File: src/rtl/iter_counter_pkg.sv
// iter_counter_pkg: shared state encoding and default load for the iteration controllers
package iter_counter_pkg;
    typedef enum logic [1:0] {IDLE, RUN, DONE} state_t;
    localparam int ITER_DEFAULT_LOAD = 32;
endpackage

File: src/rtl/iter_counter.sv
// iter_counter: loadable up/down iteration counter with busy flag and one-cycle terminal pulse
module iter_counter
    import iter_counter_pkg::*;
#(
    parameter int WIDTH        = 6,
    parameter int DEFAULT_LOAD = ITER_DEFAULT_LOAD
) (
    input  logic             Clk,
    input  logic             Reset_n,
    input  logic             Load,
    input  logic [WIDTH-1:0] LoadVal,
    input  logic             UseDefault,
    input  logic             Mode,
    input  logic             En,
    output logic [WIDTH-1:0] Count,
    output logic             Busy,
    output logic             K
);
    state_t           state, state_nxt;
    logic [WIDTH-1:0] n_q, n_sel, term, step, count_nxt;
    logic             mode_q;
    assign n_sel = UseDefault ? WIDTH'(DEFAULT_LOAD) : LoadVal;
    assign term  = mode_q ? n_q : '0;
    assign step  = mode_q ? Count + 1'b1 : Count - 1'b1;
    always_ff @(posedge Clk or negedge Reset_n) begin
        if (!Reset_n) begin
            state  <= IDLE;
            Count  <= '0;
            n_q    <= '0;
            mode_q <= 1'b0;
            Busy   <= 1'b0;
            K      <= 1'b0;
        end else begin
            state <= state_nxt;
            Count <= count_nxt;
            Busy  <= state_nxt == RUN;
            K     <= state_nxt == DONE;
            if (Load) begin
                n_q    <= n_sel;
                mode_q <= Mode;
            end
        end
    end
    // Load wins over everything; a zero-length run completes on the load edge itself
    always_comb begin
        state_nxt = state;
        if (Load)
            state_nxt = (n_sel == '0) ? DONE : RUN;
        else if (state == RUN)
            state_nxt = (En && step == term) ? DONE : RUN;
        else if (state == DONE)
            state_nxt = IDLE;
    end
    always_comb begin
        count_nxt = Count;
        if (Load)
            count_nxt = Mode ? '0 : n_sel;
        else if (state == RUN && En)
            count_nxt = step;
    end
endmodule

File: config.mk
export PLATFORM = sky130hd
export DESIGN_NAME = iter_counter
export DESIGN_NICKNAME = d
export VERILOG_FILES = /design/src/rtl/iter_counter_pkg.sv /design/src/rtl/iter_counter.sv
export SDC_FILE = /design/constraint.sdc
export NUM_CORES = 1
export LEC_CHECK = 0
export CAP_MARGIN = 10
export CORE_MARGIN = 2
export CORE_UTILIZATION = 40
export CTS_CLUSTER_SIZE = 24
export DETAILED_ROUTE_END_ITERATION = 8
export SYNTH_ARGS = -nofsm -noshare
export SYNTH_HDL_FRONTEND = slang
export SYNTH_SLANG_ARGS = --single-unit
File: constraint.sdc
create_clock -name Clk -period 4.2 [get_ports Clk]
set_clock_uncertainty 0.2 [all_clocks]
set_input_delay 0.63 -clock Clk [delete_from_list [all_inputs] [get_ports Clk]]
set_output_delay 0.63 -clock Clk [all_outputs]
set_load 0.05 [all_outputs]
==> results of run 1 <==
-- Yosys cell counts (2+ instances only) --
master | count | share of area
sky130_fd_sc_hd__nand3b_1 | 6 | 0.042
sky130_fd_sc_hd__ha_1 | 4 | 0.046
sky130_fd_sc_hd__nand2b_1 | 2 | 0.012
sky130_fd_sc_hd__xor2_1 | 5 | 0.040
sky130_fd_sc_hd__inv_1 | 8 | 0.028
sky130_fd_sc_hd__nor2_1 | 11 | 0.038
sky130_fd_sc_hd__a21oi_1 | 9 | 0.042
sky130_fd_sc_hd__nand2_1 | 11 | 0.038
sky130_fd_sc_hd__dfrtp_1 | 17 | 0.39
sky130_fd_sc_hd__a211oi_1 | 2 | 0.014
sky130_fd_sc_hd__nand4_1 | 2 | 0.012
sky130_fd_sc_hd__o21ai_0 | 14 | 0.065
sky130_fd_sc_hd__xnor2_1 | 4 | 0.032
sky130_fd_sc_hd__clkbuf_1 | 4 | 0.014
-- metal layers --
layer	up-vias	part of all wire
li1	458	-
met1	447	0.47
met2	29	0.46
met3	9	0.046
met4	0	0.027
met5	-	0
-- stage by stage --
step	hold slack [ns]	util	setup slack [ns]
2_1_floorplan	0.134	-	1.44
3_3_place_gp	0.314	0.512	1.41
3_5_place_dp	0.326	0.512	1.37
4_1_cts	0.347	0.523	1.35
5_1_grt	0.392	0.523	1.16
6_report	0.335	0.523	1.34
-- power by group through the flow --
stage | registers, mW | clock network (mW) | logic, mW
5_1_grt | 0.233 | 0.103 | 0.493
6_report | 0.225 | 0.0913 | 0.453
2_1_floorplan | 0.303 | 0 | 0.261
4_1_cts | 0.226 | 0.0954 | 0.456
3_3_place_gp | 0.229 | 0 | 0.444
3_5_place_dp | 0.230 | 0 | 0.452
-- worst max-delay path by stage --
stage / start / endpoint / slack, ns / cells after the start
after floorplan: Count[0]$_DFFE_PN0P_ / state[0]$_DFF_PN0_ / 1.44 / 9
after global placement: Load / Count[3]$_DFFE_PN0P_ / 1.41 / 4
after detailed placement: mode_q$_DFFE_PN0P_ / state[0]$_DFF_PN0_ / 1.37 / 9
after CTS: mode_q$_DFFE_PN0P_ / state[0]$_DFF_PN0_ / 1.35 / 9
after global routing: mode_q$_DFFE_PN0P_ / state[0]$_DFF_PN0_ / 1.16 / 9
final: mode_q$_DFFE_PN0P_ / state[0]$_DFF_PN0_ / 1.34 / 9
-- layout make-up --
type                       count  area, sq um
inverter                       8         30.0
sequential                    17          425
clock inverter                 1         5.00
multi-input combinational     89          601
clock buffer                   3         22.5
fill                         251         1200
timing repair buffer          20          198
tap                           30         37.5
-- critical path, stage by stage, from the launching register on --
cell and delay [ns]:
sky130_fd_sc_hd__dfrtp_1 0.58, sky130_fd_sc_hd__inv_1 0.18, sky130_fd_sc_hd__ha_1 0.35, sky130_fd_sc_hd__a211oi_2 0.24
sky130_fd_sc_hd__o21bai_1 0.13, sky130_fd_sc_hd__a21oi_2 0.21, sky130_fd_sc_hd__xor2_1 0.30, sky130_fd_sc_hd__and3_2 0.27
sky130_fd_sc_hd__o21ai_2 0.07, sky130_fd_sc_hd__o221a_1 0.23
-- logic make-up after synthesis --
family	count (synthesis)
compound gates	37
xor+xnor	10
fa+ha+maj	5
buf+inv	13
flops	17
simple gates	37
-- registers in the layout, indices dropped and copies added (netlist names) --
name and count:
Busy 1, K 1, n_q 6, state 2, mode_q 1, Count 6
==> impl_metrics.tcl, run 1 <==
set metrics [dict create \
    cts.hold.buffers_added 0 \
    hold_path_end "Count[4]$_DFFE_PN0P_" \
    final.min_clock_period_ns 2.86 \
    final_cell_count_no_fill 168 \
    design.portCount 20 \
    total_leakage_power_nw 0.518 \
    gp_congestion 0.862 \
    power_frac_comb 0.589 \
    drt_pre_antenna_iters 4 \
    tightestPinTransition_ns 0.832 \
    finalSetupViolations 0 \
    vias 943 \
    cap_violations 0 \
    antenna_cells 0 \
    clock_insertion_delay_worst_skew_ns 0.30 \
    routedWlPerCell_um 15.2 \
    maximum_buffer_depth_of_the_clock_tree 2 \
    post-route-drc-count 0 \
    first_global_vias 950 \
    clock.fmax_ghz 0.350 \
    dieArea_sq_um 3140 \
    finish.net_count 156 \
    total_net_switching_power_mw 0.359 \
    grt_start_max_net_pins 18 \
    cts-root-buf "sky130_fd_sc_hd__clkbuf_4" \
    number_of_instances_in_the_synthesized_netlist 119 \
    power.ir.vdd_worst_mv 0.442 \
    worstPathRequired_ns 4.20 \
    setup_total_negative_slack_ns 0 \
    setup.worst_path.start_class "flip-flop" \
    status "finished clean" \
    worstHoldStart "Count[4]$_DFFE_PN0P_" \
    ys.flop_type "sky130_fd_sc_hd__dfrtp_1" \
    detailed_place.area_sq_um 1290 \
    grt_first_pass_wirelength_mm 4.40 \
    cellInternalPower_mw 0.410 \
    gr-usage-met1 0.238 \
    power_frac_clock 0.119 \
    timing.critical_path.fanout_max 10 \
    floorplan.initialDensity 0.429 \
    grtUsageMet2 0.279 \
    r2r.worst_path.cells 9 \
    sw_frac_of_total 0.467 \
    hold_violations 0 \
    layout-drive-gt1-share 0.0942 \
    clk_transition_reported_paths_ns 0.11 \
    ctsHtreeMaxLevel 1 \
    post_synth_xor_area_fraction 0.0879 \
    routed_wirelength_mm 2.55 \
    power_frac_seq 0.293 \
    power_density_nw_per_um2 584 \
    tritoncts "yes" \
    post_cts.resized_instances 0 \
    global_route.peak_usage_layer "met2" \
    number_of_antenna_violating_nets_in_the_routed_design 0 \
    postLayoutCellArea_sq_um 1320 \
    path_category_of_the_worst_min_delay_check "reg -> reg" \
    synthArstFlopShare 1.00 \
    grt_usage 0.180 \
    row_count 18 \
    yosys_register_bits 17 \
    synthesized_area_fraction_occupied_by_and_or_nand_nor_cells 0.172 \
    congestion_overflow_gr 0 \
    synthMuxAreaShare 0 \
    synth_adder_area_share 0.0647 \
    drt_first_iter_violations 10 \
    area_growth_pct 21.8 \
    post_cts.repair.setup_buffers 0 \
    rsz0062_at_grt "no" \
    slew_headroom 0.445 \
    combinational_family_with_the_most_area_after_synthesis "compound AO/OA/AOI/OAI gates" \
    worst_hold_path.num_cells 2 \
    postSynthAreaPerCell_sq_um 9.09 \
    worst-r2r-setup-slack_ns 1.34 \
    synthesis.nets 136 \
    design.core.area_sq_um 2520 \
    number_of_pins_with_negative_max_slew_slack_in_the_final_report 0 \
    layout_worst_path_cycle_share 0.680 \
    yosysUniqueCellTypes 34 \
    ys_warn_count 0 \
    chipWidth_um 56.0 \
    number_of_enable_type_register_cells_in_the_synthesized_netlist 0 \
    cts_inserted_buffers 3 \
    total_power_mw 0.770 \
    arrival_time_reported_for_the_critical_path_endpoint_ns 2.86 \
    met3_usage 0.0326 \
    synth_seq_area_share 0.393 \
    netlist_area_pre_place_sq_um 1080 \
    floorplan.die.height_um 56.0 \
    numPortBuffers 19 \
    worst_r2r_startpoint "mode_q$_DFFE_PN0P_" \
    antenna_found_initial 0 \
    layout_common_cells "sky130_fd_sc_hd__clkdlybuf4s50_1, sky130_fd_sc_hd__dfrtp_1, sky130_fd_sc_hd__o21ai_0, sky130_fd_sc_hd__nor2_1, sky130_fd_sc_hd__nand2_1" \
    viasPerCell 5.61 \
    synth_compound_gate_area_share 0.230 \
    layout.cells.most_common "sky130_fd_sc_hd__clkdlybuf4s50_1" \
    place.detailed.hpwl_mm 1.95 \
    worst-setup-path-type "reg -> reg" \
    cts_num_sinks 17 \
    placedCellCount 164 \
    worst_setup_path_end_kind "flip-flop" \
    critical_path.reg2reg.endpoint "state[0]$_DFF_PN0_" \
]
Power figures use the tool's default switching activity.
==> run 2: changes to the inputs <==
Settings changed: PLACE_DENSITY set to 0.66.
Clock period 4.2 ns to 2.6 ns, I/O delays scaled along.
==> impl_metrics.tcl, run 2 (synthesized netlist as in run 1, its figures left out) <==
set metrics [dict create \
    finish.net_count 164 \
    clk_transition_reported_paths_ns 0.10 \
    drt_pre_antenna_iters 4 \
    clock_insertion_delay_worst_skew_ns 0.29 \
    dieArea_sq_um 3140 \
    vias 939 \
    cts.hold.buffers_added 0 \
    setup.worst_path.start_class "flip-flop" \
    critical-path-top-delay-family "compound AO/OA/AOI/OAI gates" \
    critical-path-max-stage-delay_ns 0.40 \
    setup_total_negative_slack_ns 0 \
    grt_first_pass_wirelength_mm 4.25 \
    antenna_found_initial 0 \
    row_count 18 \
    path_category_of_the_worst_min_delay_check "in -> async" \
    clock.fmax_ghz 0.405 \
    critical-path-slowest-cell "sky130_fd_sc_hd__dfrtp_1" \
    grt_start_max_net_pins 18 \
    biggestRegsByFlops "Count x6, n_q x6, state x2" \
    n_fill_cell 240 \
    grt_usage 0.171 \
    worst_setup_path_end_kind "flip-flop" \
    post-route-drc-count 0 \
    design.core.area_sq_um 2520 \
    status "finished clean" \
    gp_congestion 0.815 \
    floorplan.die.height_um 56.0 \
    layout_worst_path_cycle_share 0.949 \
    power_density_nw_per_um2 934 \
    ctsHtreeMaxLevel 1 \
    worst-setup-path-type "reg -> reg" \
    cts_inserted_buffers 3 \
    timing.critical_path.fanout_max 4 \
    area_growth_pct 28.7 \
    viasPerCell 5.34 \
    routedWlPerCell_um 14.0 \
    post_cts.repair.setup_buffers 0 \
    design.portCount 20 \
    layout_common_cells "sky130_fd_sc_hd__clkdlybuf4s50_1, sky130_fd_sc_hd__dfrtp_1, sky130_fd_sc_hd__o21ai_0, sky130_fd_sc_hd__nor2_1, sky130_fd_sc_hd__nand2_1" \
    rsz0062_at_grt "no" \
    antenna_cells 0 \
    congestion_overflow_gr 0 \
    tightestPinTransition_ns 0.502 \
    arrival_time_reported_for_the_critical_path_endpoint_ns 2.45 \
    routed_wirelength_mm 2.47 \
    finalSetupViolations 0 \
    cap_violations 0 \
    cts-root-buf "sky130_fd_sc_hd__clkbuf_4" \
    drt_first_iter_violations 21 \
    path_cells "inv_1 > buf_4 > ha_1 > o21ai_0 > o21bai_1 > a21oi_2 > xor2_1 > and3_2 > o21ai_2 > o221a_1" \
    numPortBuffers 19 \
    slew_headroom 0.664 \
    hold_violations 0 \
    number_of_antenna_violating_nets_in_the_routed_design 0 \
    layout-drive-gt1-share 0.164 \
    power.ir.vdd_worst_mv 0.614 \
    chipWidth_um 56.0 \
    layout.cells.most_common "sky130_fd_sc_hd__clkdlybuf4s50_1" \
    worstPathRequired_ns 2.58 \
    maximum_buffer_depth_of_the_clock_tree 2 \
    cts_num_sinks 17 \
    total_leakage_power_nw 0.558 \
    finalCoreUtilization 0.552 \
    critPathBufInv 2 \
    floorplan.initialDensity 0.429 \
    tritoncts "yes" \
    final.min_clock_period_ns 2.47 \
    first_global_vias 939 \
    place.detailed.hpwl_mm 1.89 \
    number_of_pins_with_negative_max_slew_slack_in_the_final_report 0 \
]
run 2: per-layer routing:
metal	share of wire	vias up	track usage
li1	-	472	-
met1	0.47	445	0.222
met2	0.46	20	0.272
met3	0.058	2	0.0628
met4	0.0061	0	0.0374
met5	0	-	0
run 2: power breakdown:
group	switching [mW]	internal, mW
clock network	0.0833	0.0597
logic	0.465	0.339
registers	0.0403	0.314
run 2: final cells by class:
| class | count | area [sq um] | area share |
|---|---|---|---|
| tap | 30 | 37.5 | 0.0270 |
| clock buffer | 4 | 26.3 | 0.0189 |
| multi-input combinational | 89 | 613 | 0.440 |
| timing repair buffer | 28 | 258 | 0.185 |
| inverter | 8 | 30.0 | 0.0216 |
| sequential | 17 | 428 | 0.307 |
run 2: path summary, 6_finish.rpt:
kind / to / from / slack, ns / depth (start not counted)
worst max-delay path: state[0]$_DFF_PN0_ / mode_q$_DFFE_PN0P_ / 0.13 / 10
worst min register to register: Count[4]$_DFFE_PN0P_ / Count[4]$_DFFE_PN0P_ / 0.33 / 2
worst max register to register: state[0]$_DFF_PN0_ / mode_q$_DFFE_PN0P_ / 0.13 / 10
worst min-delay path: Count[0]$_DFFE_PN0P_ / Reset_n / 0.21 / 2
max in group asynchronous: Count[1]$_DFFE_PN0P_ / Reset_n / 1.78 / 2
min in group Clk: Count[4]$_DFFE_PN0P_ / Count[4]$_DFFE_PN0P_ / 0.33 / 2
run 2: through the flow:
step | std cells | hold slack [ns] | setup WS, ns | cell area (sq um) | power (mW)
global placement | 172 | 0.299 | 0.178 | 1350 | 1.12
finish | 176 | 0.214 | 0.131 | 1390 | 1.30
CTS | 176 | 0.217 | 0.105 | 1380 | 1.29
floorplan | 119 | -0.106 | 0.0419 | 1080 | 0.912
global route | 176 | 0.228 | 0.00691 | 1390 | 1.40
detailed placement | 172 | 0.315 | 0.139 | 1350 | 1.14
run 2: repair_timing:
action,4_1_cts,5_1_grt
hold endpoints to repair,0,0
gates resized for setup,0,2
setup endpoints to repair,0,2
==> run 3: changes to the inputs <==
Settings changed: ABC_AREA set to 1, CORE_UTILIZATION 40 to 47, PLACE_DENSITY 0.66 to 0.75.
==> impl_metrics.tcl, run 3 <==
set metrics [dict create \
    status "finished clean" \
    area_growth_pct 22.3 \
    cap_violations 0 \
    synthesis.nets 180 \
    clock.fmax_ghz 0.420 \
    synthesized_area_fraction_occupied_by_and_or_nand_nor_cells 0.383 \
    arrival_time_reported_for_the_critical_path_endpoint_ns 2.36 \
    power.ir.vdd_worst_mv 0.371 \
    worst-setup-path-type "reg -> reg" \
    timing.critical_path.fanout_max 8 \
    first_global_vias 1167 \
    synthArstFlopShare 1.00 \
    number_of_instances_in_the_synthesized_netlist 163 \
    chipWidth_um 53.5 \
    power_frac_comb 0.512 \
    synth_seq_area_share 0.370 \
    congestion_overflow_gr 0 \
    rsz0062_at_grt "no" \
    finalSetupViolations 0 \
    floorplan.initialDensity 0.511 \
    final.min_clock_period_ns 2.38 \
    design.portCount 20 \
    design.core.area_sq_um 2250 \
    antenna_found_initial 0 \
    finalCoreUtilization 0.624 \
    place.detailed.hpwl_mm 2.23 \
    ctsHtreeMaxLevel 1 \
    ys.flop_type "sky130_fd_sc_hd__dfrtp_1" \
    biggestRegsByFlops "Count x6, n_q x6, state x2" \
    synthDominantAreaCellType "sky130_fd_sc_hd__dfrtp_1" \
    number_of_antenna_violating_nets_in_the_routed_design 0 \
    final_cell_count_no_fill 214 \
    cellInternalPower_mw 0.541 \
    postSynthAreaPerCell_sq_um 7.06 \
    routed_wirelength_mm 2.78 \
    setup.worst_path.start_class "flip-flop" \
    power_frac_clock 0.149 \
    timing.critical_path.to "Busy$_DFF_PN0_" \
    grt_start_max_net_pins 18 \
    layout_worst_path_cycle_share 0.915 \
    clock_insertion_delay_worst_skew_ns 0.29 \
    tightestPinTransition_ns 0.507 \
    worst_r2r_startpoint "mode_q$_DFFE_PN0P_" \
    grt_first_pass_wirelength_mm 4.88 \
    antenna_cells 0 \
    vias 1119 \
    total_leakage_power_nw 0.715 \
    sw_frac_of_total 0.455 \
    cp-startpoint "mode_q$_DFFE_PN0P_" \
    total_power_mw 0.994 \
    synth_compound_gate_area_share 0.0935 \
    yosys_register_bits 17 \
    detailed_place.area_sq_um 1380 \
    total_net_switching_power_mw 0.453 \
    drt_first_iter_violations 26 \
    power_frac_seq 0.339 \
    post-route-drc-count 0 \
    number_of_pins_with_negative_max_slew_slack_in_the_final_report 0 \
    tritoncts "yes" \
    hold_violations 0 \
    number_of_enable_type_register_cells_in_the_synthesized_netlist 0 \
    placedCellCount 210 \
    path_category_of_the_worst_min_delay_check "in -> async" \
    power_density_nw_per_um2 706 \
    synthMuxAreaShare 0 \
    dieArea_sq_um 2860 \
    cts_inserted_buffers 3 \
    combinational_family_with_the_most_area_after_synthesis "simple AND/OR/NAND/NOR gates" \
    multi_input_comb_area_sq_um 636 \
    slew_headroom 0.661 \
    floorplan.die.height_um 53.5 \
    gp_congestion 0.839 \
    r2r.worst_path.cells 14 \
    maximum_buffer_depth_of_the_clock_tree 2 \
    clk_transition_reported_paths_ns 0.12 \
    layout_common_cells "sky130_fd_sc_hd__nand2_1, sky130_fd_sc_hd__nand3_1, sky130_fd_sc_hd__clkdlybuf4s50_1, sky130_fd_sc_hd__dfrtp_1, sky130_fd_sc_hd__inv_1" \
    numPortBuffers 19 \
    cts.hold.buffers_added 0 \
    worstPathRequired_ns 2.58 \
    worst-r2r-setup-slack_ns 0.22 \
    layout-drive-gt1-share 0.113 \
    worst_setup_path_end_kind "flip-flop" \
    viasPerCell 5.23 \
    post_synth_xor_area_fraction 0.0152 \
    ys_warn_count 0 \
    grt_usage 0.234 \
    seq_area_sq_um 427 \
    synth_adder_area_share 0.0609 \
    cts-root-buf "sky130_fd_sc_hd__clkbuf_4" \
    synth_commonest_cells "sky130_fd_sc_hd__nand2_1, sky130_fd_sc_hd__nand3_1, sky130_fd_sc_hd__dfrtp_1" \
    drt_pre_antenna_iters 4 \
    synthDominantCellAreaShare 0.370 \
    finish.net_count 204 \
    synth.area.top_cells "sky130_fd_sc_hd__dfrtp_1, sky130_fd_sc_hd__nand2_1, sky130_fd_sc_hd__nand3_1" \
    critical_path.reg2reg.endpoint "Busy$_DFF_PN0_" \
    yosysMostFrequentCell "sky130_fd_sc_hd__nand2_1" \
    netlist_area_pre_place_sq_um 1150 \
    postLayoutCellArea_sq_um 1410 \
    setup_total_negative_slack_ns 0 \
    routedWlPerCell_um 13.0 \
    yosysUniqueCellTypes 24 \
    post_cts.repair.setup_buffers 0 \
    n_fill_cell 224 \
    cts_num_sinks 17 \
    layout.cells.most_common "sky130_fd_sc_hd__nand2_1" \
    row_count 17 \
]
==> run 3: logic make-up after synthesis <==
group	after synthesis
AOI/OAI and AO/OA	19
and+or+nand+nor	98
buffers and inverters	22
adders and majority gates	5
xor gates and xnor gates	2
DFF	17
==> run 3: per-stage QoR <==
step                hold slack [ns]  setup WS (ns)
floorplan                    -0.106          0.180
detailed placement            0.275          0.169
finish                        0.205          0.220
global placement              0.266          0.264
CTS                           0.210          0.146
global route                  0.231         0.0245
==> run 3: cell type report <==
cell class	instances	area share
Sequential cell	17	0.303
Timing Repair Buffer	22	0.151
Tap cell	28	0.0249
Clock buffer	4	0.0187
Multi-Input combinational cell	124	0.452
Inverter	19	0.0507
==> run 3: layer usage <==
metal / vias up / track usage / routed length, um
li1: 575 / - / -
met1: 523 / 0.289 / 1270
met2: 21 / 0.420 / 1400
met3: 0 / 0.0452 / 106
met4: 0 / 0.0385 / 0
met5: - / 0 / 0
==> run 3: critical path, stage by stage, from the launching register on <==
cell and delay (ns):
sky130_fd_sc_hd__dfrtp_2 0.48, sky130_fd_sc_hd__inv_1 0.20, sky130_fd_sc_hd__ha_1 0.32, sky130_fd_sc_hd__a21oi_1 0.24, sky130_fd_sc_hd__nand2_1 0.09, sky130_fd_sc_hd__nand2_1 0.08, sky130_fd_sc_hd__nand2_1 0.07, sky130_fd_sc_hd__nand2_1 0.06
sky130_fd_sc_hd__nand2_1 0.07, sky130_fd_sc_hd__nor2_2 0.15, sky130_fd_sc_hd__nand2_1 0.08, sky130_fd_sc_hd__nand2_2 0.08, sky130_fd_sc_hd__nand2_2 0.05, sky130_fd_sc_hd__nand2_2 0.06, sky130_fd_sc_hd__nor2_1 0.04
==> run 3: worst min-delay path by stage <==
stage                               to  depth (start not counted)  slack (ns)
finish              n_q[0]$_DFFE_PN0P_                          2        0.21
global route        n_q[0]$_DFFE_PN0P_                          2        0.23
detailed placement  n_q[3]$_DFFE_PN0P_                          2        0.27
global placement    n_q[4]$_DFFE_PN0P_                          2        0.27
floorplan               Busy$_DFF_PN0_                          0       -0.11
CTS                 n_q[0]$_DFFE_PN0P_                          2        0.21
==> run 3: power groups by stage <==
stage / combinational (mW) / sequential [mW] / clock [mW]
after global routing: 0.569 / 0.343 / 0.168
after detailed placement: 0.506 / 0.343 / 0
after floorplan: 0.274 / 0.427 / 0
final: 0.509 / 0.337 / 0.148
after CTS: 0.508 / 0.337 / 0.153
after global placement: 0.491 / 0.339 / 0
==> run 3: timing repair <==
item / CTS / global route
resized for setup: 0 / 1
endpoints found under the setup margin: 0 / 2
endpoints found under the hold margin: 0 / 0
